**src/rtl/uart_tx_arbiter.sv**
```systemverilog
// Round-robin arbiter that shares one uart_tx serializer among four byte requesters,
// with a completion or timeout wait and an enforced idle gap between frames.
module uart_tx_arbiter #(
  parameter int unsigned GAP_CYCLES     = 10,
  parameter int unsigned TIMEOUT_CYCLES = 2000
) (
  input  logic        clk,
  input  logic        rst_n,
  input  logic [3:0]  req_i,
  input  logic [31:0] data_i,
  output logic [3:0]  ack_o,
  output logic [3:0]  done_o,
  output logic        timeout_o,
  output logic [1:0]  grant_o,
  output logic        busy_o,
  output logic        tx_start_o,
  output logic [7:0]  tx_data_o,
  input  logic        tx_done_i
);

  localparam int unsigned TW = $clog2(TIMEOUT_CYCLES);
  localparam int unsigned GW = (GAP_CYCLES > 1) ? $clog2(GAP_CYCLES) : 1;
  localparam logic [TW-1:0] TLast = TW'(TIMEOUT_CYCLES - 1);
  localparam logic [GW-1:0] GLast = GW'(GAP_CYCLES - 1);

  typedef enum logic [1:0] {StIdle, StWaitDone, StGap} state_e;

  state_e        state_q, state_d;
  logic [1:0]    ptr_q, ptr_d;
  logic [TW-1:0] tcnt_q, tcnt_d;
  logic [GW-1:0] gcnt_q, gcnt_d;
  logic [3:0]    ack_q, ack_d;
  logic [3:0]    done_q, done_d;
  logic          timeout_q, timeout_d;
  logic          start_q, start_d;
  logic [1:0]    grant_q, grant_d;
  logic [7:0]    data_q, data_d;

  logic          win_vld;
  logic [1:0]    win_idx;
  logic [1:0]    cand;

  // Scan from lowest to highest priority so the nearest requester after ptr_q wins.
  always_comb begin
    win_vld = 1'b0;
    win_idx = ptr_q;
    cand    = ptr_q;
    for (int i = 4; i >= 1; i--) begin
      cand = ptr_q + 2'(i);
      if (req_i[cand]) begin
        win_vld = 1'b1;
        win_idx = cand;
      end
    end
  end

  always_comb begin
    state_d   = state_q;
    ptr_d     = ptr_q;
    tcnt_d    = tcnt_q;
    gcnt_d    = gcnt_q;
    ack_d     = '0;
    done_d    = '0;
    timeout_d = 1'b0;
    start_d   = 1'b0;
    grant_d   = grant_q;
    data_d    = data_q;
    unique case (state_q)
      StIdle: begin
        if (win_vld) begin
          ack_d   = 4'b0001 << win_idx;
          start_d = 1'b1;
          data_d  = data_i[{win_idx, 3'b000} +: 8];
          grant_d = win_idx;
          tcnt_d  = '0;
          state_d = StWaitDone;
        end
      end
      StWaitDone: begin
        tcnt_d = tcnt_q + TW'(1);
        // A done coincident with our own start pulse belongs to no frame of ours.
        if (tx_done_i && !start_q) begin
          done_d  = 4'b0001 << grant_q;
          ptr_d   = grant_q;
          gcnt_d  = '0;
          state_d = StGap;
        end else if (tcnt_q == TLast) begin
          timeout_d = 1'b1;
          ptr_d     = grant_q;
          gcnt_d    = '0;
          state_d   = StGap;
        end
      end
      StGap: begin
        gcnt_d = gcnt_q + GW'(1);
        if (gcnt_q == GLast) state_d = StIdle;
      end
      default: state_d = StIdle;
    endcase
  end

  always_ff @(posedge clk or negedge rst_n) begin
    if (!rst_n) begin
      state_q   <= StIdle;
      ptr_q     <= 2'd3;
      tcnt_q    <= '0;
      gcnt_q    <= '0;
      ack_q     <= '0;
      done_q    <= '0;
      timeout_q <= 1'b0;
      start_q   <= 1'b0;
      grant_q   <= '0;
      data_q    <= '0;
    end else begin
      state_q   <= state_d;
      ptr_q     <= ptr_d;
      tcnt_q    <= tcnt_d;
      gcnt_q    <= gcnt_d;
      ack_q     <= ack_d;
      done_q    <= done_d;
      timeout_q <= timeout_d;
      start_q   <= start_d;
      grant_q   <= grant_d;
      data_q    <= data_d;
    end
  end

  assign ack_o      = ack_q;
  assign done_o     = done_q;
  assign timeout_o  = timeout_q;
  assign grant_o    = grant_q;
  assign busy_o     = (state_q != StIdle);
  assign tx_start_o = start_q;
  assign tx_data_o  = data_q;

endmodule

```
**config.mk**
```make
export PLATFORM = sky130hd
export DESIGN_NAME = uart_tx_arbiter
export DESIGN_NICKNAME = d
export VERILOG_FILES = /design/src/rtl/uart_tx_arbiter.sv
export SDC_FILE = /design/constraint.sdc
export NUM_CORES = 1
export LEC_CHECK = 0
export BUFFER_PORTS_ARGS = -buffer_cell sky130_fd_sc_hd__buf_2
export CAP_MARGIN = 20
export CORE_ASPECT_RATIO = 0.75
export CORE_MARGIN = 3
export CORE_UTILIZATION = 51
export DETAILED_ROUTE_END_ITERATION = 7
export GPL_ROUTABILITY_DRIVEN = 0
export PLACE_DENSITY = 0.79
export RECOVER_POWER = 25
export SLEW_MARGIN = 20
export SYNTH_ARGS = -nofsm -noshare
export SYNTH_HDL_FRONTEND = slang
export SYNTH_SLANG_ARGS = --single-unit
```
**constraint.sdc**
```tcl
create_clock -name clk -period 4.7 [get_ports clk]
set_clock_uncertainty 0.05 [all_clocks]
set_input_delay 1.175 -clock clk [delete_from_list [all_inputs] [get_ports clk]]
set_output_delay 1.175 -clock clk [all_outputs]
set_load 0.03 [all_outputs]
```
==> impl_metrics.env <==
export IMPL_status="finished, violations left"
export IMPL_violations="max-capacitance violations, max-slew violations"
export IMPL_muxShareOfSynthArea_pct=5.78
export IMPL_maxCapViolations=1
export IMPL_cp_max_fo=21
export IMPL_dpl_hpwl_mm=3.30
export IMPL_met1_usage_pct=28.8
export IMPL_syn_avg_cell_area_um2=10.1
export IMPL_setup_viol=0
export IMPL_grt_pass1_wl_mm=7.73
export IMPL_synth_compound_area_share_pct=18.3
export IMPL_htree_levels=2
export IMPL_fin_crit_ns=2.71
export IMPL_utilization_pct=64.9
export IMPL_tns_ns=0
export IMPL_start_util_pct=53.9
export IMPL_drt_iter0_markers=111
export IMPL_grt_ovfl_total=0
export IMPL_drc=0
export IMPL_drt_pass1_iterations=4
export IMPL_synth_fa_ha_area_share_pct=1.86
export IMPL_clock_latency_ns=0.29
export IMPL_synth_ff_type="dfrtp_1"
export IMPL_slew_violations=40
export IMPL_num_io_pins=60
export IMPL_min_period_over_period_pct=57.7
export IMPL_cts_sinks=39
export IMPL_worst_ep_arrival_time_ns=2.84
export IMPL_synth_edff_count=0
export IMPL_cts_resized_gates=0
export IMPL_post_cts_buffers=0
export IMPL_syn_inst=200
export IMPL_whs_ns=0.440
export IMPL_irDropWorstVdd_v=0.000305
export IMPL_synth_top_family_by_area="simple AND/OR/NAND/NOR gates"
export IMPL_relSlewSlack_pct=-34.5
export IMPL_synth_fp_nets=242
export IMPL_hp_class="reg -> reg"
export IMPL_yosysTopAreaCellShare_pct=46.0
export IMPL_synth_xor_area_share_pct=1.74
export IMPL_rsz0062_at_grt="no"
export IMPL_busiest_layer="met2"
export IMPL_finalInstanceArea_um2=2420
export IMPL_io_buffers=59
export IMPL_dp_slack_ns=1.68
export IMPL_layout_nets=300
export IMPL_die_w_um=78.6
export IMPL_crit_required_ns=4.82
export IMPL_n_antenna_cell=0
export IMPL_synthArstFlopShare_pct=100
export IMPL_yosysSeqAreaShare_pct=48.6
export IMPL_use_met3_pct=4.90
export IMPL_met2_usage_pct=33.6
export IMPL_fin_cells=311
export IMPL_p_per_area_nw_per_um2=604
export IMPL_n_fill_cell=296
export IMPL_layout_setup_ws_ns=1.99
export IMPL_drive_gt1_share_pct=32.4
export IMPL_dp_cells=303
export IMPL_core_area_um2=3730
export IMPL_avgRoutedWirePerCell_um=14.7
export IMPL_startpoint_type="input pin"
export IMPL_cts_root_buf="clkbuf_8"
export IMPL_ys_warn_count=0
export IMPL_grt_max_degree=40
export IMPL_dpl_cell_area_um2=2340
export IMPL_synth_most_common_cell="dfrtp_1"
export IMPL_power_mw=1.46
export IMPL_grtUsageTotal_pct=20.8
export IMPL_cts_made_buffers=5
export IMPL_row_count=19
export IMPL_synthSimpleGateAreaFrac_pct=20.8
export IMPL_end_kind="flop"
export IMPL_netlist_area_um2=2010
export IMPL_ctsLongestPathBuffers=2
export IMPL_antenna_found_initial=0
export IMPL_areaGrowthSynthToFinish_pct=20.3
export IMPL_synth_largest_area_cell="dfrtp_1"
export IMPL_synth_seq_cells=39
export IMPL_vias=1709
export IMPL_grt_pass1_vias=1657
export IMPL_r2r_slack_ns=2.48
export IMPL_ant_nets=0
export IMPL_finalHoldViolCount=0
export IMPL_post_drt_via_cell_ratio=5.50
export IMPL_die_h_um=60.4
export IMPL_tightest_slew_ns=2.02
export IMPL_fmax_mhz=368
export IMPL_path_clk_slew_ns=0.08
export IMPL_synthTopCellsByCount="37 x dfrtp_1, 25 x o21ai_0, 23 x nand2_1, 13 x nor2_1"
export IMPL_synth_area_top_cells="dfrtp_1 46%, o21ai_0 6.2%, mux2_4 5.2%"
export IMPL_p_leak_nw=1.17
export IMPL_cts_tree="yes"
export IMPL_die_area_um2=4750
export IMPL_cts_hold_buf=0
export IMPL_routed_wl_mm=4.57
export IMPL_synth_cell_type_count=38
export IMPL_path_class="in -> reg"
## layer usage
layer  wire, um  share of wire, %
met4         36              0.79
met1       2170                48
met3        227               5.0
met5          0                 0
met2       2130                47
## flip-flops by register name, summed over array words and instances (netlist names)
| register | cells |
|---|---|
| ack_o | 4 |
| timeout_o | 1 |
| tx_data_o | 8 |
| state_q | 2 |
| done_o | 4 |
| ptr_q | 2 |
| tx_start_o | 1 |
| tcnt_q | 11 |
| grant_o | 2 |
| gcnt_q | 4 |
## cells in the final DEF (no fill, tap or decap), drive strengths merged, types with 3 or more instances in the layout
cell type and instances:
xor2 3, and3 5, a21o 3, nand3 6, inv 4, nor2 13, dfrtp 37, nand2 23
a211o 8, nand4 4, ha 3, nor3 8, mux2 8, o21ai 25, buf 59, o221a 8
nor4 5, nand2b 7, clkbuf 7
## kinds of logic after synthesis
logic type / Yosys count
flip-flops: 39
AO/OA/AOI/OAI: 51
multiplexers: 8
buffers and inverters: 13
adder cells (fa/ha/maj): 3
AND/OR/NAND/NOR: 82
XOR/XNOR: 4
## critical path: stages
cell and delay, ns:
buf_2 0.11, or2b_2 0.32, a21oi_4 0.25, or3b_4 0.38, mux2_2 0.38, o221a_2 0.22
## power by group
| group | leakage, nW | internal [mW] | total (mW) | switching, mW |
|---|---|---|---|---|
| Sequential | 0.499 | 0.447 | 0.521 | 0.0741 |
| Combinational | 0.630 | 0.270 | 0.723 | 0.453 |
| Clock | 0.0412 | 0.104 | 0.218 | 0.114 |
## final timing paths
kind,start,endpoint,cells past startpoint
setup / recovery,req_i[3],tx_data_o[7],6
hold / removal,grant_o[0],done_o[0],1
setup reg to reg,ptr_q[0],tx_data_o[2],4
hold reg to reg,grant_o[0],done_o[0],1
max in group asynchronous,rst_n,gcnt_q[1],1
min in group asynchronous,rst_n,ack_o[0],1
## cell type report
cell class                 count  area, um2  area share (%)
inverter                       4       15.0           0.620
multi-input combinational    148        976            40.3
timing repair buffer          60        302            12.5
clock inverter                 2       12.5           0.517
tap                           52       65.1            2.69
sequential                    39        978            40.4
clock buffer                   6       72.6            3.00
Note: power is estimated with default switching activity, not from simulation.
